**src/rtl/tlb_refill.sv**
```systemverilog
// Hardware TLB refill engine: fetches the even/odd PTE pair for a missing page
// and programs the MMU through its register/command port, finishing with WRITE_TLB.
`ifndef MMU_CMD_T
`define MMU_CMD_T         logic [1:0]
`define MMU_CMD_NONE      2'd0
`define MMU_CMD_WRITE_REG 2'd1
`define MMU_CMD_WRITE_TLB 2'd2
`endif
`ifndef MMU_REG_T
`define MMU_REG_T         logic [2:0]
`define MMU_REG_INDEX     3'd0
`define MMU_REG_ENTRYHI   3'd1
`define MMU_REG_PAGEMASK  3'd2
`define MMU_REG_ENTRYLO0  3'd3
`define MMU_REG_ENTRYLO1  3'd4
`endif

module tlb_refill #(
  parameter int ENTRY_ADDR_WIDTH = 3,
  parameter int WIRED            = 0
) (
  input  logic        clk,
  input  logic        res,
  input  logic        miss_valid,
  input  logic [31:0] miss_vAddr,
  input  logic [7:0]  miss_asid,
  output logic        miss_ready,
  input  logic [31:0] ptBase,
  output logic        mem_req,
  output logic [31:0] mem_addr,
  input  logic        mem_ready,
  input  logic [31:0] mem_data,
  output `MMU_CMD_T   mmu_cmd,
  output `MMU_REG_T   mmu_reg,
  output logic [31:0] mmu_dataIn,
  output logic        refill_done,
  output logic        refill_fault
);
  localparam logic [ENTRY_ADDR_WIDTH-1:0] VICTIM_FIRST = ENTRY_ADDR_WIDTH'(WIRED);
  localparam logic [ENTRY_ADDR_WIDTH-1:0] VICTIM_LAST  = {ENTRY_ADDR_WIDTH{1'b1}};

  typedef enum logic [3:0] {
    S_IDLE, S_RD_EVEN, S_RD_ODD, S_W_INDEX, S_W_HI,
    S_W_MASK, S_W_LO0, S_W_LO1, S_W_TLB, S_DONE
  } state_t;

  state_t                      state_q, state_d;
  logic [18:0]                 vpn2_q, vpn2_d;
  logic [7:0]                  asid_q, asid_d;
  logic [31:0]                 pte_addr_q, pte_addr_d;
  logic [31:0]                 lo0_q, lo0_d;
  logic [31:0]                 lo1_q, lo1_d;
  logic                        fault_q, fault_d;
  logic [ENTRY_ADDR_WIDTH-1:0] victim_q, victim_d;
  logic                        miss_ready_q, miss_ready_d;
  logic                        mem_req_q, mem_req_d;
  logic [31:0]                 mem_addr_q, mem_addr_d;
  `MMU_CMD_T                   mmu_cmd_q, mmu_cmd_d;
  `MMU_REG_T                   mmu_reg_q, mmu_reg_d;
  logic [31:0]                 mmu_data_q, mmu_data_d;
  logic                        done_q, done_d;
  logic                        fault_out_q, fault_out_d;

  // Page offset bits never reach the TLB; the pair is selected by vpn2 alone.
  logic unused_vaddr_low;
  assign unused_vaddr_low = ^miss_vAddr[12:0];

  always_comb begin
    state_d    = state_q;
    vpn2_d     = vpn2_q;
    asid_d     = asid_q;
    pte_addr_d = pte_addr_q;
    lo0_d      = lo0_q;
    lo1_d      = lo1_q;
    fault_d    = fault_q;
    victim_d   = victim_q;
    case (state_q)
      S_IDLE: begin
        if (miss_valid) begin
          vpn2_d     = miss_vAddr[31:13];
          asid_d     = miss_asid;
          pte_addr_d = ptBase + {10'd0, miss_vAddr[31:13], 3'b000};
          fault_d    = 1'b0;
          state_d    = S_RD_EVEN;
        end
      end
      S_RD_EVEN: begin
        if (mem_ready) begin
          lo0_d   = mem_data;
          state_d = S_RD_ODD;
        end
      end
      S_RD_ODD: begin
        if (mem_ready) begin
          lo1_d = mem_data;
          if (!lo0_q[1] && !mem_data[1]) begin
            fault_d = 1'b1;
            state_d = S_DONE;
          end else begin
            state_d = S_W_INDEX;
          end
        end
      end
      S_W_INDEX: state_d = S_W_HI;
      S_W_HI:    state_d = S_W_MASK;
      S_W_MASK:  state_d = S_W_LO0;
      S_W_LO0:   state_d = S_W_LO1;
      S_W_LO1:   state_d = S_W_TLB;
      S_W_TLB: begin
        victim_d = (victim_q == VICTIM_LAST) ? VICTIM_FIRST : victim_q + 1'b1;
        state_d  = S_DONE;
      end
      S_DONE:    state_d = S_IDLE;
      default:   state_d = S_IDLE;
    endcase

    // Outputs are the Moore decode of the next state, registered so they
    // appear together with the state they belong to.
    miss_ready_d = (state_d == S_IDLE);
    mem_req_d    = (state_d == S_RD_EVEN) || (state_d == S_RD_ODD);
    mem_addr_d   = 32'd0;
    if (state_d == S_RD_EVEN) begin
      mem_addr_d = pte_addr_d;
    end else if (state_d == S_RD_ODD) begin
      mem_addr_d = pte_addr_d + 32'd4;
    end
    mmu_cmd_d  = `MMU_CMD_NONE;
    mmu_reg_d  = `MMU_REG_INDEX;
    mmu_data_d = 32'd0;
    case (state_d)
      S_W_INDEX: begin
        mmu_cmd_d  = `MMU_CMD_WRITE_REG;
        mmu_data_d = {{(32-ENTRY_ADDR_WIDTH){1'b0}}, victim_q};
      end
      S_W_HI: begin
        mmu_cmd_d  = `MMU_CMD_WRITE_REG;
        mmu_reg_d  = `MMU_REG_ENTRYHI;
        mmu_data_d = {vpn2_q, 5'd0, asid_q};
      end
      S_W_MASK: begin
        mmu_cmd_d = `MMU_CMD_WRITE_REG;
        mmu_reg_d = `MMU_REG_PAGEMASK;
      end
      S_W_LO0: begin
        mmu_cmd_d  = `MMU_CMD_WRITE_REG;
        mmu_reg_d  = `MMU_REG_ENTRYLO0;
        mmu_data_d = lo0_q;
      end
      S_W_LO1: begin
        mmu_cmd_d  = `MMU_CMD_WRITE_REG;
        mmu_reg_d  = `MMU_REG_ENTRYLO1;
        mmu_data_d = lo1_q;
      end
      S_W_TLB:  mmu_cmd_d = `MMU_CMD_WRITE_TLB;
      default:  mmu_cmd_d = `MMU_CMD_NONE;
    endcase
    done_d      = (state_d == S_DONE);
    fault_out_d = (state_d == S_DONE) && fault_d;
  end

  always_ff @(posedge clk or posedge res) begin
    if (res) begin
      state_q      <= S_IDLE;
      vpn2_q       <= '0;
      asid_q       <= '0;
      pte_addr_q   <= '0;
      lo0_q        <= '0;
      lo1_q        <= '0;
      fault_q      <= 1'b0;
      victim_q     <= VICTIM_FIRST;
      miss_ready_q <= 1'b1;
      mem_req_q    <= 1'b0;
      mem_addr_q   <= '0;
      mmu_cmd_q    <= `MMU_CMD_NONE;
      mmu_reg_q    <= `MMU_REG_INDEX;
      mmu_data_q   <= '0;
      done_q       <= 1'b0;
      fault_out_q  <= 1'b0;
    end else begin
      state_q      <= state_d;
      vpn2_q       <= vpn2_d;
      asid_q       <= asid_d;
      pte_addr_q   <= pte_addr_d;
      lo0_q        <= lo0_d;
      lo1_q        <= lo1_d;
      fault_q      <= fault_d;
      victim_q     <= victim_d;
      miss_ready_q <= miss_ready_d;
      mem_req_q    <= mem_req_d;
      mem_addr_q   <= mem_addr_d;
      mmu_cmd_q    <= mmu_cmd_d;
      mmu_reg_q    <= mmu_reg_d;
      mmu_data_q   <= mmu_data_d;
      done_q       <= done_d;
      fault_out_q  <= fault_out_d;
    end
  end

  assign miss_ready   = miss_ready_q;
  assign mem_req      = mem_req_q;
  assign mem_addr     = mem_addr_q;
  assign mmu_cmd      = mmu_cmd_q;
  assign mmu_reg      = mmu_reg_q;
  assign mmu_dataIn   = mmu_data_q;
  assign refill_done  = done_q;
  assign refill_fault = fault_out_q;
endmodule
```
**config.mk**
```make
export PLATFORM = sky130hd
export DESIGN_NAME = tlb_refill
export DESIGN_NICKNAME = d
export VERILOG_FILES = /design/src/rtl/tlb_refill.sv
export SDC_FILE = /design/constraint.sdc
export NUM_CORES = 1
export LEC_CHECK = 0
export CAP_MARGIN = 20
export CORE_MARGIN = 3
export CORE_UTILIZATION = 55
export CTS_BUF_LIST = sky130_fd_sc_hd__clkbuf_4 sky130_fd_sc_hd__clkbuf_8
export DETAILED_ROUTE_END_ITERATION = 7
export MAX_ROUTING_LAYER = met4
export PLACE_DENSITY = 0.89
export SLEW_MARGIN = 30
export SYNTH_ARGS = -nofsm -noshare
export SYNTH_HDL_FRONTEND = slang
export SYNTH_SLANG_ARGS = --single-unit
```
**constraint.sdc**
```tcl
create_clock -name clk -period 8.5 [get_ports clk]
set_clock_uncertainty 0.15 [all_clocks]
set_input_delay 1.275 -clock clk [delete_from_list [all_inputs] [get_ports clk]]
set_output_delay 1.275 -clock clk [all_outputs]
set_load 0.02 [all_outputs]
```
## Word-level counts from Yosys, hierarchy flattened

Index checks and enable logic that the tools add are counted.

- Register bits after elaboration: 204

- Add/subtract/negate cells: 3
- Eq/ne operators: 18
- Mux-type cells: 17
- Reductions and logical operators: 11

Operator list:

| kind | count |
|---|---|
| 2-to-1 mux 32 bit | 4 |
| case mux 32 bit (4 select lines) | 1 |
| case mux 4 bit (9 select lines) | 1 |
| adder 32 x 22 -> 32 bit | 1 |
| adder 32 x 3 -> 32 bit, second input constant | 1 |
| == test 4 x 3 -> 1 bit, second input constant | 8 |
| == test 4 x 2 -> 1 bit, second input constant | 4 |
| 2-to-1 mux 4 bit | 4 |
| == test 4 bit, second input constant | 3 |
| case mux 3 bit (4 select lines) | 1 |
| == test 4 x 1 -> 1 bit, second input constant | 2 |
| zero test 4 bit | 2 |
| AND reduction 2 bit | 3 |
| OR reduction 5 bit | 1 |
| case mux 2 bit (2 select lines) | 1 |
| adder 3 x 1 -> 3 bit, second input constant | 1 |
| == test 3 bit, second input constant | 1 |
| 2-to-1 mux 1 bit | 3 |
| 2-to-1 mux 3 bit | 1 |
| logical AND 1 bit | 2 |
| zero test 1 bit | 2 |
| case mux 1 bit (2 select lines) | 1 |
| logical OR 1 bit | 1 |

## Logic depth before layout (Yosys ltp)

- Word-level depth: 8
- Mapped depth: 18

## Least setup slack after synthesis

No wires, ideal clock.

- Path kind: input -> register
- Start: in miss_valid
- End: reg mem_addr_q[26] (netlist: mem_addr[26])
- Setup time: 0.069 ns
- Arrival time: 4.942 ns
- Required time: 8.281 ns
- Slack: 3.339 ns
- Stages: 17
- Buffers on the path: 5
- Cell sequence: nor3b_2 > nand2_2 > buf_1 > buf_1 > clkbuf_1 > buf_2 > buf_1 > nand2_1 > nand2_1 > ha_1 > o21ai_0 > nor3b_1 > nand4_1 > nor4_4 > nand2_2 > or4_1 > nand3_1

- Cells in the longest elaborated chain, start to end: 5

Ends and longest elaborated chain:

| element | line | RTL |
|---|---|---|
| start, declared | 24 | `input logic miss_valid,` |
| 2-to-1 mux 32 bit | 79 | `if (miss_valid) begin` |
| 2-to-1 mux 32 bit | 77 | `case (state_q)` |
| net pte_addr_d[2] | 50 | `logic [31:0] pte_addr_q, pte_addr_d;` |
| adder 32 x 3 -> 32 bit | 125 | `mem_addr_d = pte_addr_d + 32'd4;` |
| 2-to-1 mux 32 bit | 124 | `end else if (state_d == S_RD_ODD) begin` |
| 2-to-1 mux 32 bit | 122 | `if (state_d == S_RD_EVEN) begin` |
| net mem_addr_d[26] | 57 | `logic [31:0] mem_addr_q, mem_addr_d;` |
| end signal, assigned | 190 | `mem_addr_q <= mem_addr_d;` |
| end, declared | 57 |  |

The timed path passes the listed nets, and every way through them passes these cells.
A chain may end at the register's enable or synchronous reset.

## Final worst setup path

Ends and elaborated chain as after synthesis.

==> results_dict.tcl <==
set metrics [dict create \
    status "finished, final reports clean" \
    synth_ff_type "dfrtp_1" \
    power.density_nw_per_um2 344 \
    ys_warn_count 0 \
    synth_edf_count 0 \
    irDropWorstVdd_mv 0.193 \
    dp_slack_ps 2800 \
    clock_path_buffers 3 \
    ys_ff_latch 204 \
    syn_inst 987 \
    reg2reg_to "mem_addr[26]" \
    min_to "mmu_dataIn[28]" \
    reg2reg_from "state_q[1]" \
    ios 181 \
    hold_ws_ps 308 \
    postCtsResizedCells 0 \
    setup_violations 0 \
    clkSinkCount 204 \
    reg2reg_depth 13 \
    grt_first_pass_wirelength_mm 41.8 \
    grt_antenna_before_repair 0 \
    grt_start_max_net_pins 134 \
    dieWidth_um 141 \
    vias 8155 \
    final_nets 1276 \
    drtPass1Iterations 5 \
    avgSynthCellArea_um2 10.1 \
    yosysUniqueCellTypes 80 \
    slew_violations 0 \
    path_class "in -> reg" \
    hold_start "lo1_q[28]" \
    initial_core_util 0.568 \
    path_max_fanout 26 \
    portBuffers 167 \
    timing.setup.tns_ps 0 \
    cts_buffers 35 \
    worstPathRequired_ps 8800 \
    async_reset_ff_frac 1.00 \
    areaGrowthSynthToFinish_pct 26.3 \
    hold_viol_final 0 \
    clk_latency_ps 520 \
    drive_above_1_share 0.145 \
    wire_per_inst_um 18.8 \
    cts_tree "done" \
    fillers 1206 \
    fin_crit_ps 5230 \
    yosys-top-cells-area "dfrtp_1, nand2_1, mux2_2" \
    worstMarginPinSlew_ps 919 \
    holdCritPathClass "reg -> reg" \
    route.detailed.drc 0 \
    crit_arrival_ps 5530 \
    synth_largest_area_cell "dfrtp_1" \
    core_area_um2 17500 \
    leakage_uw 0.00565 \
    start_kind "input port" \
    cts_hold_buf 0 \
    rows 48 \
    syn_nets 1118 \
    die-area_um2 19800 \
    ant_nets 0 \
    root_buffer "clkbuf_8" \
    die_y_um 141 \
    syn_area_um2 9970 \
    h-tree-depth 2 \
    min_path_cells 2 \
    grt_pass1_vias 8059 \
    reg2reg_slack_ps 3960 \
    postCtsSetupRepairBufs 0 \
    final.setup.worst_slack_ps 3270 \
    clk_pin_slew_ps 60 \
    diodes 0 \
    drtIter0Drc 656 \
    critPathCaptureType "flip-flop" \
    yosysSeqAreaShare 0.512 \
    fin_crit_sh 0.615 \
    clock.fmax_mhz 191 \
    globalRouteOverflowTotal 0 \
    viasPerCell 5.86 \
    cap_viol_max_count 0 \
    routed_wl_mm 26.2 \
    post-dp-hpwl_mm 17.1 \
    rsz0062_at_grt "false" \
    slew_headroom 0.387 \
    grt_use_total 0.267 \
    synth_top_area_share 0.510 \
    place.gp.congestion 0.891 \
]
[Yosys cell counts (all sizes together), types with 3 or more instances]
cell type    n
a2111oi      3
a211o        6
a211oi       4
a21boi       3
a21o        10
a21oi       37
a222oi       3
a22o         7
a22oi       25
a31oi        9
and2        13
and3         7
and4         3
buf         24
clkbuf      32
dfrtp      203
ha          22
inv         17
mux2        66
mux2i        6
nand2      221
nand2b      12
nand3       20
nand4       18
nor2        42
nor3        17
nor3b        5
nor4         6
o211ai       6
o21a         9
o21ai       64
o22ai        3
o31a         5
or2          4
or3          6
xnor2        4
xor2        14
[metrics by stage]
stage / power [µW] / instances / area, µm² / util
global placement: 3190 / 1333 / 11800 / 0.671
global route: 4580 / 1391 / 12600 / 0.718
CTS: 4330 / 1391 / 12600 / 0.717
detailed placement: 3270 / 1333 / 11800 / 0.671
finish: 4330 / 1391 / 12600 / 0.718
floorplan: 2700 / 987 / 9970 / -
[critical path, stage by stage]
cell and delay [ps]:
clkdlybuf4s50_1 490, nor3b_2 240, and2_2 560, buf_4 420
nand2_1 110, nand2_1 130, ha_1 210, o21ai_0 160
nor3b_1 480, nand4_1 330, nor4_4 340, nand2_2 170
or4_1 490, nand3_1 100
[placed cells by master (no fill, tap or decap), types with 12 or more instances in the layout]
| cell | count |
|---|---|
| ha_1 | 22 |
| nor3_1 | 15 |
| nand2b_1 | 12 |
| a22oi_1 | 25 |
| xor2_1 | 14 |
| inv_1 | 16 |
| clkbuf_8 | 42 |
| nand2_1 | 219 |
| o21ai_0 | 62 |
| nand4_1 | 18 |
| nor2_1 | 39 |
| a21oi_1 | 35 |
| dfrtp_1 | 203 |
| mux2_2 | 66 |
| nand3_1 | 20 |
| clkdlybuf4s50_1 | 167 |
[power by group]
part	switching, µW	internal, µW
Clock	391	623
Sequential	218	1390
Combinational	982	720
[cell type report]
cell class | instances | area (µm²) | area share
clock buffer | 47 | 616 | 0.0489
timing repair buffer | 177 | 1750 | 0.139
sequential | 204 | 5110 | 0.406
tap | 225 | 282 | 0.0224
multi-input combinational | 710 | 4570 | 0.363
inverter | 17 | 76.3 | 0.00606
clock inverter | 11 | 189 | 0.0150
[metal layers]
layer  up-vias  global-route usage  share of wire
li1       3795                   -              -
met1      3970               0.361           0.43
met2       352               0.423           0.48
met3        38              0.0560          0.074
met4         0              0.0581          0.014
met5         -                   -              0
[logic make-up after synthesis]
group	count (synthesis)	share of synthesized area
AO/OA/AOI/OAI	212	0.149
XOR/XNOR	18	0.0158
adder cells (fa/ha/maj)	23	0.0296
buffers and inverters	73	0.0314
flip-flops	204	0.512
multiplexers	72	0.0806
AND/OR/NAND/NOR	385	0.181
[worst max path at each step]
stage,from,endpoint,slack (ps),cells after the start
after floorplan,res,asid_q[0],1510,1
final,miss_valid,mem_addr[26],3270,14
after detailed placement,miss_valid,mem_addr[28],2800,14
after global routing,miss_valid,mem_addr[26],3000,14
after global placement,miss_valid,mem_addr[26],2880,14
after CTS,miss_valid,mem_addr[26],3320,14
Note: power is estimated with default switching activity, not from simulation.
